===== config.mk =====
export PLATFORM = sky130hd
export DESIGN_NAME = kbd_rx_fifo
export DESIGN_NICKNAME = d
export VERILOG_FILES = /design/src/rtl/kbd_rx_fifo.sv
export SDC_FILE = /design/constraint.sdc
export NUM_CORES = 1
export LEC_CHECK = 0
export BUFFER_PORTS_ARGS = -buffer_cell sky130_fd_sc_hd__buf_2
export CAP_MARGIN = 10
export CORE_ASPECT_RATIO = 0.5
export CORE_MARGIN = 4
export CORE_UTILIZATION = 55
export CTS_BUF_LIST = sky130_fd_sc_hd__clkbuf_4
export CTS_CLUSTER_DIAMETER = 50
export DETAILED_ROUTE_END_ITERATION = 10
export GPL_TIMING_DRIVEN = 1
export MAX_ROUTING_LAYER = met4
export PLACE_DENSITY = 0.74
export RECOVER_POWER = 25
export SYNTH_ARGS = -nofsm -noshare
export SYNTH_HDL_FRONTEND = slang
export SYNTH_SLANG_ARGS = --single-unit

===== constraint.sdc =====
create_clock -name i_Clock -period 4.7 [get_ports i_Clock]
set_clock_uncertainty 0.05 [all_clocks]
set_input_delay 0.235 -clock i_Clock [delete_from_list [all_inputs] [get_ports i_Clock]]
set_output_delay 0.235 -clock i_Clock [all_outputs]
set_load 0.005 [all_outputs]

===== src/rtl/kbd_rx_fifo.sv =====
// -----------------------------------------------------------------------------
// kbd_rx_fifo
//
// Receive buffer between the UART receiver and the PDP-8 keyboard IOT logic.
// Every byte strobed out by the receiver is captured into a small circular
// FIFO. The keyboard flag is raised while data is waiting. The CPU-side IOTs
// consume the bytes: KSF tests o_Flag, KRB takes o_Data and pulses i_Pop,
// and KCF pulses i_Flush. A sticky overrun bit records bytes that were lost
// because the buffer was full.
//
// Parameters
//   DEPTH_LOG2   FIFO depth is 2**DEPTH_LOG2 entries (legal range 1..6)
//
// Ports
//   i_Clock      system clock, rising edge
//   i_Reset_n    asynchronous active-low reset
//   i_RX_DV      one-cycle byte-valid strobe from the UART receiver
//   i_RX_Byte    received byte, sampled only when i_RX_DV=1
//   i_Pop        KRB read strobe, discards the head entry
//   i_Flush      KCF strobe, empties the FIFO and clears overrun
//   o_Flag       1 while the FIFO is non-empty (KSF skip condition)
//   o_Data       head entry, 8'h00 when empty
//   o_Count      number of stored entries, 0..2**DEPTH_LOG2
//   o_Full       1 when o_Count equals the depth
//   o_Overrun    sticky, set when a byte is dropped
//
// Build option
//   KBD_MARK_BIT7_EN  when defined, bit 7 of every stored byte is forced to 1
//                     (ASR-33 mark parity). Otherwise bytes are stored as
//                     received. Flag, count and overrun behave the same in
//                     both builds.
// -----------------------------------------------------------------------------
module kbd_rx_fifo #(
    parameter int DEPTH_LOG2 = 3
) (
    input  logic                  i_Clock,
    input  logic                  i_Reset_n,
    input  logic                  i_RX_DV,
    input  logic [7:0]            i_RX_Byte,
    input  logic                  i_Pop,
    input  logic                  i_Flush,
    output logic                  o_Flag,
    output logic [7:0]            o_Data,
    output logic [DEPTH_LOG2:0]   o_Count,
    output logic                  o_Full,
    output logic                  o_Overrun
);

    localparam int                    DEPTH     = 1 << DEPTH_LOG2;
    localparam logic [DEPTH_LOG2:0]   DEPTH_CNT = (DEPTH_LOG2 + 1)'(DEPTH);
    localparam logic [DEPTH_LOG2:0]   CNT_ONE   = (DEPTH_LOG2 + 1)'(1);
    localparam logic [DEPTH_LOG2-1:0] PTR_ONE   = DEPTH_LOG2'(1);

    // Storage array; holds data only, so it carries no reset.
    logic [7:0]            r_mem [DEPTH];

    logic [DEPTH_LOG2-1:0] r_wr_ptr;
    logic [DEPTH_LOG2-1:0] r_rd_ptr;
    logic [DEPTH_LOG2:0]   r_count;
    logic                  r_flag;
    logic                  r_full;
    logic                  r_overrun;

    logic                  w_pop_ok;
    logic                  w_push_ok;
    logic                  w_drop;
    logic [7:0]            w_store_byte;
    logic [DEPTH_LOG2:0]   w_count_next;

    // Byte conditioning applied on the way into the array.
`ifdef KBD_MARK_BIT7_EN
    assign w_store_byte = {1'b1, i_RX_Byte[6:0]};
`else
    assign w_store_byte = i_RX_Byte;
`endif

    // Flush dominates everything. A pop only counts when something is
    // stored; an accepted pop frees a slot, so a push into a full FIFO in
    // the same cycle is still accepted and no overrun results.
    assign w_pop_ok  = i_Pop & r_flag & ~i_Flush;
    assign w_push_ok = i_RX_DV & ~i_Flush & (~r_full | w_pop_ok);
    assign w_drop    = i_RX_DV & ~i_Flush & r_full & ~w_pop_ok;

    always_comb begin
        w_count_next = r_count;
        if (i_Flush) begin
            w_count_next = '0;
        end else begin
            case ({w_push_ok, w_pop_ok})
                2'b10:   w_count_next = r_count + CNT_ONE;
                2'b01:   w_count_next = r_count - CNT_ONE;
                default: w_count_next = r_count;
            endcase
        end
    end

    // Control state: pointers, occupancy and the registered status outputs.
    // Flag and full are registered copies derived from the next count so the
    // outputs come straight from flops.
    always_ff @(posedge i_Clock or negedge i_Reset_n) begin
        if (!i_Reset_n) begin
            r_wr_ptr  <= '0;
            r_rd_ptr  <= '0;
            r_count   <= '0;
            r_flag    <= 1'b0;
            r_full    <= 1'b0;
            r_overrun <= 1'b0;
        end else begin
            r_count <= w_count_next;
            r_flag  <= (w_count_next != '0);
            r_full  <= (w_count_next == DEPTH_CNT);

            if (i_Flush) begin
                r_wr_ptr  <= '0;
                r_rd_ptr  <= '0;
                r_overrun <= 1'b0;
            end else begin
                if (w_push_ok) begin
                    r_wr_ptr <= r_wr_ptr + PTR_ONE;
                end
                if (w_pop_ok) begin
                    r_rd_ptr <= r_rd_ptr + PTR_ONE;
                end
                if (w_drop) begin
                    r_overrun <= 1'b1;
                end
            end
        end
    end

    always_ff @(posedge i_Clock) begin
        if (w_push_ok) begin
            r_mem[r_wr_ptr] <= w_store_byte;
        end
    end

    // Head presentation depends only on registered state; an empty FIFO
    // shows zero rather than stale array contents.
    assign o_Data    = r_flag ? r_mem[r_rd_ptr] : 8'h00;
    assign o_Flag    = r_flag;
    assign o_Count   = r_count;
    assign o_Full    = r_full;
    assign o_Overrun = r_overrun;

endmodule


# Word-level counts from Yosys, hierarchy flattened
# Memory sizes are Yosys's and may differ from the RTL's.
# Index checks and enable logic that the tools add are counted.
# word_totals
ram_bits	64
output_inout_bits	15
ff_bits	13
input_bits	13
memories	1
# memory_table
name	words	word_bits	read_ports	rd_clocked_by_memory_dff	wr	line	source
r_mem	8	8	1	0	1	55	logic [7:0] r_mem [DEPTH];
# op_classes
addsub	4
eq_ne	3
muxes	11
bitwise	10
n_reduce_logical	4
# op_table
cell	count
3-bit 2-to-1 mux	4
8-bit 2-to-1 mux	1
4-bit one-hot mux with 2 select lines	1
3-bit by 1-bit adder with 3-bit output, second input constant	2
1-bit AND	6
2-bit nonzero test	3
4-bit by 1-bit adder with 4-bit output, second input constant	1
4-bit == test, second input constant	1
1-bit 2-to-1 mux	4
4-bit 2-to-1 mux	1
4-bit nonzero test	1
4-bit by 1-bit subtractor with 4-bit output, second input constant	1
1-bit NOT	3
2-bit by 1-bit == test with 1-bit output, second input constant	1
2-bit == test, second input constant	1
1-bit OR	1

# Logic depth before layout (Yosys ltp)
# Gate-level depths: netlist of the first run.
# logic_depth
word_depth	8
ltp_mapped	11
depth_no_buf	10

# Worst setup path before layout of the first run
# No wires, ideal clock.
# synth_timing
path_kind	register -> register
from	register r_flag (netlist: o_Flag)
to	register r_full (netlist: o_Full)
arrival_ps	2151
n_path_buf	1
path_stages_with_launch	12
slack_ps	2401
path_cell_list	dfrtp_1 -> nand2_1 -> a21oi_1 -> inv_1 -> ha_1 -> buf_4 -> xor2_1 -> ha_1 -> a21oi_1 -> mux2i_1 -> xnor2_1 -> nor4bb_2
# synth_between
elab_chain_len	8
# synth_lines
item	line	source
from (decl)	60	logic r_flag;
from (signal assigned)	110	r_flag <= (w_count_next != '0);
1-bit AND * (2 in a row)	80	assign w_pop_ok = i_Pop & r_flag & ~i_Flush;
1-bit OR	81	assign w_push_ok = i_RX_DV & ~i_Flush & (~r_full | w_pop_ok);
1-bit AND	81	
2-bit by 1-bit == test with 1-bit output or 2-bit == test (tied branches)	89	case ({w_push_ok, w_pop_ok})
4-bit one-hot mux with 2 select lines *	89	
4-bit 2-to-1 mux *	86	if (i_Flush) begin
4-bit == test *	111	r_full <= (w_count_next == DEPTH_CNT);
to (signal assigned)	111	
to (decl)	61	logic r_full;
# Mark *: on every way between the ends. The rest lies on a longest branch, timed or not.
# A chain may end at the register's enable or synchronous reset.

# Worst setup path in the final report of the first run
# Same ends and word-level chain as after synthesis.

==> results of run 1 <==
==> critical path, stage by stage (launching register included) <==
cell,delay (ns)
dfrtp_1,0.67
nand2_1,0.20
a21oi_1,0.27
inv_1,0.10
ha_1,0.28
xor2_1,0.20
ha_1,0.19
a21oi_1,0.15
mux2i_1,0.23
xnor2_1,0.18
nor4bb_2,0.25
==> flip-flops by register name, indices dropped and copies added (netlist names) <==
register,cells
r_mem,64
r_wr_ptr,3
o_Flag,1
o_Full,1
o_Overrun,1
o_Count,4
r_rd_ptr,3
==> power by group through the flow <==
stage	Clock [mW]	Combinational (mW)	Sequential [mW]
5_1_grt	0.498	0.133	0.779
4_1_cts	0.460	0.122	0.776
2_1_floorplan	0	0.0888	0.779
3_5_place_dp	0	0.121	0.791
6_report	0.453	0.119	0.775
3_3_place_gp	0	0.118	0.789
==> path summary, 6_finish.rpt <==
check | from | end | slack [ns] | cells after the start
max in group asynchronous | i_Reset_n | o_Overrun$_DFFE_PN0P_ | 4.20 | 2
max reg2reg | o_Flag$_DFF_PN0_ | o_Full$_DFF_PN0_ | 1.83 | 10
min reg2reg | o_Overrun$_DFFE_PN0P_ | o_Overrun$_DFFE_PN0P_ | 0.51 | 2
min | i_RX_Byte[7] | r_mem[6][7]$_DFFE_PP_ | 0.04 | 1
max | o_Flag$_DFF_PN0_ | o_Full$_DFF_PN0_ | 1.83 | 10
min in group asynchronous | i_Reset_n | o_Count[3]$_DFF_PN0_ | 0.17 | 2
==> metal layers <==
metal / track usage / vias to the layer above / wire, um
met1: 0.2416 / 864 / 2597
met2: 0.2684 / 70 / 2898
li1: - / 795 / -
met4: 0.04721 / 0 / 55
met5: - / - / 0
met3: 0.07253 / 6 / 432
==> metrics by stage <==
stage               utilization  area (um^2)  hold slack [ns]  power, mW  worst slack, ns
floorplan                     -         3264          -0.1106     0.8683            2.401
global placement         0.6166         3460          0.08768     0.9075            2.022
detailed placement       0.6166         3460          0.09230     0.9115            1.877
CTS                      0.6479         3635         0.001671      1.358            1.823
global route             0.6463         3626          0.03718      1.410            1.585
finish                   0.6463         3626          0.04487      1.348            1.834
==> what timing repair did <==
item                                   in CTS  in global routing
setup endpoints to repair                   0                  0
resized for setup                           0                  0
buffers inserted                            0                  0
hold buffers                                1                  0
endpoints found under the hold margin      13                  0
==> layout by cell type (no fill, tap or decap), types with 2 or more instances in the layout <==
cell type | Yosys | routed
xor2_1 | 5 | 5
nor2b_1 | 9 | 9
buf_4 | 3 | 3
inv_1 | 3 | 3
nand3_1 | 2 | 2
edfxtp_1 | 64 | 64
nor3_1 | 2 | 2
nand2b_1 | 4 | 4
a31oi_1 | 2 | 2
ha_1 | 5 | 5
clkbuf_4 | 0 | 9
mux2i_1 | 11 | 11
mux4_2 | 16 | 16
nand2_1 | 4 | 4
a21oi_1 | 3 | 3
bufinv_16 | 0 | 2
nor2_1 | 20 | 20
inv_6 | 0 | 2
clkbuf_1 | 4 | 7
buf_2 | 1 | 20
xnor2_1 | 2 | 2
dfrtp_1 | 13 | 13
==> cell type report <==
| cell class | count | share of cell area |
|---|---|---|
| Clock inverter | 7 | 0.02692 |
| Tap cell | 73 | 0.02519 |
| Timing Repair Buffer | 31 | 0.04382 |
| Inverter | 3 | 0.003106 |
| Multi-Input combinational cell | 99 | 0.2626 |
| Sequential cell | 77 | 0.6197 |
| Clock buffer | 9 | 0.01863 |
==> cells by family after synthesis <==
logic type / count (synthesis) / share of synthesized area
AND/OR/NAND/NOR: 46 / 0.07474
adder cells (fa/ha/maj): 5 / 0.01916
buffers and inverters: 12 / 0.01993
multiplexers: 27 / 0.1441
XOR/XNOR: 7 / 0.01878
AO/OA/AOI/OAI: 14 / 0.03488
flip-flops: 77 / 0.6884
==> results.cfg, run 1 <==
[yosys]
syn_inst = 188
yosysWarnings = 0
synth_area_leaders = edfxtp_1 (59%), mux4_2 (11%), dfrtp_1 (10%)
ys_seq_area_frac = 0.6884
synth.avg_cell_area_um2 = 17.36
netlist_area_um2 = 3264
synth_cell_types = 34
yosys.area.top_type_share = 0.5887
syn_nets = 206
synth-seq-cells = 77
yosysTopAreaCell = edfxtp_1
synthArstFlopShare = 0.1688
synthTopCellsByCount = edfxtp_1 (64), nor2_1 (20), mux4_2 (16), dfrtp_1 (13), mux2i_1 (11)
yosysMostFrequentCell = edfxtp_1
synth_edf_count = 64
ys_dominant_reg_cell = edfxtp_1

[sta]
setup_viol = 0
setup_tns_ns = 0
fin_crit_sh = 0.6098
slew_headroom = 0.3775
drv_slew = 0
fmax_ghz = 0.3489
hold_violations = 0
rsz0062_at_grt = no
worstMarginPinSlew_ns = 0.9303
fin_crit_ns = 2.866

[global_routing]
grtUsageTotal = 0.1831
antenna_found_initial = 0
grt_max_degree = 19
first_global_vias = 1718
grt_overflow_total = 0
grt_pass1_wl_um = 9308

[clock_tree]
tritoncts = built
cts_root_buf = clkbuf_4
h-tree-depth = 3
insertion_delay_ns = 0.41
cts_buffers = 9
cts_buffer_depth = 2
cts.clk_slew.worst_paths_ns = 0.12
clock_sinks = 77

[worst_setup_path]
worstPathRequired_ns = 4.98
startpoint_type = register
arrival_ns = 3.14
path_max_fanout = 13
critPathKind = register to register
critPathCaptureType = register

[power]
p_leak_nw = 1.281
clkPwrFrac = 0.336
p_seq_frac = 0.575
p_sw_mw = 0.3136
ir_worst_vdd_uv = 214.2
p_int_mw = 1.034
switching_share = 0.2327
pwr-share-comb = 0.088
power_density_nw_per_um2 = 371.7

[run_status]
run_status = finished, final reports clean

[layout]
multiInputGateArea_um2 = 952.2
drive_gt1_frac = 0.2655
final-seq-area_um2 = 2247
antenna_cells = 0
finalNonFillerCells = 299
area_growth_pct = 11.08
nFillCells = 403
fin_nets = 239

[route]
drt_iter0_drc = 129
routedWlPerCell_um = 20.01
drc = 0
num_vias = 1735
antenna_left = 0
drt_wl_total_um = 5984
drt_first_pass_iters = 5
vias_per_cell = 5.803

[place]
port-buffer-count = 27
dp.cells = 282
gp_congestion = 0.8460
dp_hpwl_um = 3734

[floorplanning]
coreArea_um2 = 5610
start_util = 0.5818
fp-row-count = 19
die_y_um = 62.48
dieWidth_um = 117.0
ios = 28
dieArea_um2 = 7306

[flow_run]
maxCapViolations = 0

[min_path]
min_path_type = input port to register
No activity file was read; power rests on OpenSTA's default activity.
==> run 2: changes to the inputs <==
--- a/config.mk
+++ b/config.mk
@@ -15,7 +15,7 @@
 export DETAILED_ROUTE_END_ITERATION = 10
 export GPL_TIMING_DRIVEN = 1
 export MAX_ROUTING_LAYER = met4
-export PLACE_DENSITY = 0.74
+export PLACE_DENSITY = 0.77
 export RECOVER_POWER = 25
 export SYNTH_ARGS = -nofsm -noshare
 export SYNTH_HDL_FRONTEND = slang
==> constraint.sdc (replaced) <==
create_clock -name i_Clock -period 2.5 [get_ports i_Clock]
set_clock_uncertainty 0.05 [all_clocks]
set_input_delay 0.125 -clock i_Clock [delete_from_list [all_inputs] [get_ports i_Clock]]
set_output_delay 0.125 -clock i_Clock [all_outputs]
set_load 0.005 [all_outputs]
==> run 2 against run 1 <==
Effect of this change: clock-buffer cell count unchanged; combinational power increased by 120%; power is 80% higher; critical endpoint unchanged; sequential power rose by 86%; final cell count up 7.7%; largest cell class unchanged.
==> results.cfg, run 2 (synthesis results as in run 1) <==
[sta]
whs_ns = 0.1957
worstMarginPinSlew_ns = 0.7023
fin_crit_ns = 2.349
rsz0062_at_grt = no
setup_tns_ns = 0
fmax_ghz = 0.4258
drv_slew = 0
fin_crit_sh = 0.9395
setup_viol = 0
hold_violations = 0
slew_headroom = 0.5318

[layout]
final_common_cell = edfxtp_1
nFillCells = 370
fin_nets = 262
drive_gt1_frac = 0.3012
multiInputGateArea_um2 = 969.7
final-seq-area_um2 = 2247
area_growth_pct = 17.06
top_register = r_mem
layout_common_cells = edfxtp_1 (64), buf_2 (21), nor2_1 (20), mux4_2 (16)
design_area_um2 = 3821
fin_util = 0.6811
largest_register_ffs = 64
antenna_cells = 0

[worst_setup_path]
r2r-start = o_Flag$_DFF_PN0_
path_max_fanout = 15
worstSetupStartpoint = i_Flush
r2r-end = o_Full$_DFF_PN0_
critPathCaptureType = register
rrSetupSlack_ns = 0.25
arrival_ns = 2.63
worstPathRequired_ns = 2.78
startpoint_type = input port
critPathKind = input port to register
rr_worst_depth = 10

[flow_run]
maxCapViolations = 0

[route]
num_vias = 1819
vias_per_cell = 5.649
drt_first_pass_iters = 4
drt_iter0_drc = 84
drt_wl_total_um = 5999
antenna_left = 0
drc = 0
routedWlPerCell_um = 18.63

[global_routing]
grt_pass1_wl_um = 9694
grtUsageTotal = 0.1883
grt_overflow_total = 0
first_global_vias = 1844
grt_max_degree = 17
antenna_found_initial = 0

[power]
p_total_mw = 2.421
p_leak_nw = 1.398
ir_worst_vdd_uv = 360.3
power_density_nw_per_um2 = 633.6

[min_path]
min_path_type = input port to async pin

[floorplanning]
dieArea_um2 = 7306
die_y_um = 62.48
fp-row-count = 19
ios = 28
coreArea_um2 = 5610
start_util = 0.5818
dieWidth_um = 117.0

[run_status]
run_status = finished, final reports clean

[clock_tree]
cts_buffer_depth = 2
h-tree-depth = 3
tritoncts = built
cts_buffers = 9
cts_root_buf = clkbuf_4
cts.clk_slew.worst_paths_ns = 0.12
insertion_delay_ns = 0.41
clock_sinks = 77

[place]
port-buffer-count = 27
gp_congestion = 0.8409
place_area_um2 = 3527
dp_hpwl_um = 3774
==> run 2: cell count changes in the layout (fill, tap and decap cells not counted), sizes merged <==
| cell | change |
|---|---|
| clkinv | +3 |
| clkbuf | -2 |
| clkinvlp | -1 |
| dlygate4sd3 | +13 |
| inv | -1 |
| bufinv | -1 |
| buf | +12 |
==> run 2: worst max-delay path, stage by stage <==
cell and delay (ns):
dlygate4sd3_1 0.54, buf_4 0.19, nand2b_1 0.17, a21oi_2 0.15, inv_1 0.08, ha_1 0.21, xor2_1 0.17, ha_1 0.20
a21oi_2 0.11, mux2i_1 0.27, xnor2_2 0.16, nor4bb_2 0.24
==> run 2: cell type report <==
class,instances,area share
clock buffer,9,0.01768
clock inverter,7,0.01703
inverter,3,0.002947
multi-input combinational,99,0.2538
sequential,77,0.5881
tap,73,0.02390
timing repair buffer,54,0.09659
==> run 2: how the worst max path moves through the flow <==
stage                             endpoint  slack [ns]  cells after the start
after global placement    o_Full$_DFF_PN0_        0.27                     10
after CTS                 o_Full$_DFF_PN0_        0.06                     12
after detailed placement  o_Full$_DFF_PN0_        0.14                     10
final                     o_Full$_DFF_PN0_        0.15                     12
after global routing      o_Full$_DFF_PN0_        0.05                     12
after floorplan           o_Full$_DFF_PN0_        0.20                     11
==> run 2: per-stage QoR <==
stage	worst slack [ns]	cells
CTS	0.06155	321
floorplan	0.2013	188
global placement	0.2685	291
finish	0.1513	322
global route	0.04973	322
detailed placement	0.1393	291
==> run 2: timing repair <==
| item | 4_1_cts | 5_1_grt |
|---|---|---|
| gates resized for setup | 0 | 6 |
| endpoints found under the setup margin | 0 | 3 |
| setup buffers | 0 | 1 |
| hold endpoints to repair | 89 | 0 |
| hold buffers | 14 | 0 |
==> run 2: routing by layer <==
layer  GRT usage  up-vias  part of all wire
met4     0.05579        0            0.0073
met3     0.06480        5             0.063
met5           -        -                 0
met1      0.2429      911              0.43
li1            -      838                 -
met2      0.2854       65              0.50
==> run 2: report_power, final <==
group	total [mW]	internal [mW]	switching, mW
Sequential	1.44	1.42	0.0242
Clock	0.713	0.300	0.413
Combinational	0.264	0.135	0.129
Total	2.42	1.85	0.567
==> run 3: changes to the inputs <==
--- a/config.mk
+++ b/config.mk
@@ -17,6 +17,7 @@
 export MAX_ROUTING_LAYER = met4
 export PLACE_DENSITY = 0.77
 export RECOVER_POWER = 25
+export SETUP_SLACK_MARGIN = 0.4
 export SYNTH_ARGS = -nofsm -noshare
 export SYNTH_HDL_FRONTEND = slang
 export SYNTH_SLANG_ARGS = --single-unit
==> run 3 against run 2 <==
Effect of this change: the run now ends with negative hold slack left; maximum frequency is 8.9% higher; critical path depth stayed put; clock power is 15% higher; sequential power hardly changed; clock-buffer cell count is 3 higher.
==> results.cfg, run 3 (synthesis results as in run 1) <==
[sta]
fin_crit_ns = 2.157
hold_violations = 3
fin_crit_sh = 0.8627
rsz0062_at_grt = yes
setup_viol = 0
fmax_ghz = 0.4636
setup_tns_ns = 0
slew_headroom = 0.5097
drv_slew = 0
worstMarginPinSlew_ns = 0.7354
whs_ns = -0.01239

[floorplanning]
dieWidth_um = 117.0
dieArea_um2 = 7306
start_util = 0.5818
ios = 28
fp-row-count = 19
coreArea_um2 = 5610
die_y_um = 62.48

[worst_setup_path]
r2r-end = o_Full$_DFF_PN0_
rrSetupSlack_ns = 0.35
critPathKind = input port to register
cp_cell_sequence = dlygate4sd3_1 > buf_2 > nand2_2 > a21oi_2 > inv_2 > ha_4 > xor2_1 > ha_2 > a21oi_2 > mux2i_1 > xnor2_1 > nor4bb_4
worstSetupStartpoint = i_Pop
critPathCaptureType = register
r2r-start = o_Flag$_DFF_PN0_
rr_worst_depth = 10
cpLargestDelayFamily = buffers and inverters
path_max_fanout = 4
arrival_ns = 2.43
slowest_stage = dlygate4sd3_1
worstPathRequired_ns = 2.77
startpoint_type = input port
path_buf_inv = 3
crit_path_frequent_cell = a21oi_2
critPathMaxStageDelay_ns = 0.53

[route]
num_vias = 1846
routedWlPerCell_um = 18.99
antenna_left = 0
vias_per_cell = 5.611
drt_iter0_drc = 123
drt_wl_total_um = 6247
drt_first_pass_iters = 4
drc = 0

[global_routing]
antenna_found_initial = 0
grt_overflow_total = 0
grtUsageTotal = 0.1977
grt_max_degree = 19
grt_pass1_wl_um = 10120
first_global_vias = 1856

[run_status]
violations = negative hold slack
run_status = complete, but fails checks

[layout]
nFillCells = 376
antenna_cells = 0
largest_register_ffs = 64
final-seq-area_um2 = 2248
fin_nets = 271
multiInputGateArea_um2 = 994.7
finalNonFillerCells = 329
layout_common_cells = edfxtp_1 (64), buf_2 (22), nor2_1 (20), buf_4 (18)
area_growth_pct = 21.46
drive_gt1_frac = 0.3398
final_common_cell = edfxtp_1
top_register = r_mem

[power]
ir_worst_vdd_uv = 394.6
clkPwrFrac = 0.318
p_seq_frac = 0.563
pwr-share-comb = 0.118
power_density_nw_per_um2 = 646.8
p_int_mw = 2.013
p_sw_mw = 0.5518
switching_share = 0.2152
p_leak_nw = 1.471

[flow_run]
maxCapViolations = 0

[place]
dp.cells = 290
gp_congestion = 0.7837
dp_hpwl_um = 3912
port-buffer-count = 27

[clock_tree]
clock_sinks = 77
h-tree-depth = 3
cts.clk_slew.worst_paths_ns = 0.11
insertion_delay_ns = 0.42
cts_buffer_depth = 2
cts_buffers = 9
cts_root_buf = clkbuf_4
tritoncts = built

[min_path]
min_path_type = input port to register
hold_depth = 2
min-delay-start = i_Flush
hold_end = o_Count[3]$_DFF_PN0_
## run 3: cell count changes in the layout (fill, tap and decap cells not counted), moves of 2 or more
cell,before,now
dlygate4sd3_1,14,16
ha_1,5,3
clkbuf_4,9,12
buf_4,14,18
clkinv_2,2,0
clkinv_1,2,0
## run 3: power groups by stage
stage / clock network (mW) / registers (mW) / logic [mW]
2_1_floorplan: 0 / 1.47 / 0.170
3_3_place_gp: 0 / 1.47 / 0.248
3_5_place_dp: 0 / 1.47 / 0.257
4_1_cts: 0.833 / 1.44 / 0.296
5_1_grt: 0.903 / 1.45 / 0.334
6_report: 0.817 / 1.44 / 0.303
## run 3: layout make-up
| cell class | count | share of cell area |
|---|---|---|
| Inverter | 3 | 0.002840 |
| Timing Repair Buffer | 63 | 0.1183 |
| Tap cell | 73 | 0.02304 |
| Clock buffer | 12 | 0.02272 |
| Multi-Input combinational cell | 99 | 0.2509 |
| Sequential cell | 77 | 0.5671 |
| Clock inverter | 2 | 0.01515 |
## run 3: how the worst max path moves through the flow
stage | to | slack, ns | cells after the start
finish | o_Full$_DFF_PN0_ | 0.34 | 12
CTS | o_Full$_DFF_PN0_ | 0.37 | 10
global placement | o_Full$_DFF_PN0_ | 0.37 | 11
floorplan | o_Full$_DFF_PN0_ | 0.35 | 11
detailed placement | o_Full$_DFF_PN0_ | 0.19 | 11
global route | o_Full$_DFF_PN0_ | 0.24 | 10
## run 3: worst reg2reg max path, delay by kind of cell (launching register included)
kind | cells | cell delay, ns
compound gates | 2 | 0.27
xor+xnor | 2 | 0.34
fa+ha+maj | 2 | 0.37
buf+inv | 1 | 0.07
flops | 1 | 0.39
mux | 1 | 0.23
simple gates | 2 | 0.33
## run 3: timing repair
item | in CTS | in global routing
hold buffers | 15 | 1
pin swaps | 3 | 2
setup endpoints to repair | 10 | 11
endpoints found under the hold margin | 83 | 2
buffers inserted | 6 | 2
gates cloned | 0 | 1
gates resized for setup | 5 | 1
## run 3: routing by layer
layer,share of wire,wire length [um],track usage,vias up
li1,-,-,-,849
met1,0.42,2619,0.2616,911
met2,0.48,3015,0.2875,71
met3,0.081,503,0.05899,15
met4,0.017,109,0.08298,0
met5,0,0,-,-
## run 3: stage by stage
| stage | worst slack, ns | hold slack [ns] | utilization | instance area, um^2 | power [mW] |
|---|---|---|---|---|---|
| detailed placement | 0.1939 | -0.02169 | 0.6322 | 3547 | 1.731 |
| global placement | 0.3655 | -0.02875 | 0.6322 | 3547 | 1.720 |
| CTS | 0.3746 | -0.02851 | 0.6987 | 3920 | 2.571 |
| global route | 0.2424 | -0.01214 | 0.7067 | 3965 | 2.685 |
| finish | 0.3432 | -0.01239 | 0.7067 | 3965 | 2.565 |
| floorplan | 0.3523 | -0.2206 | - | 3283 | 1.636 |
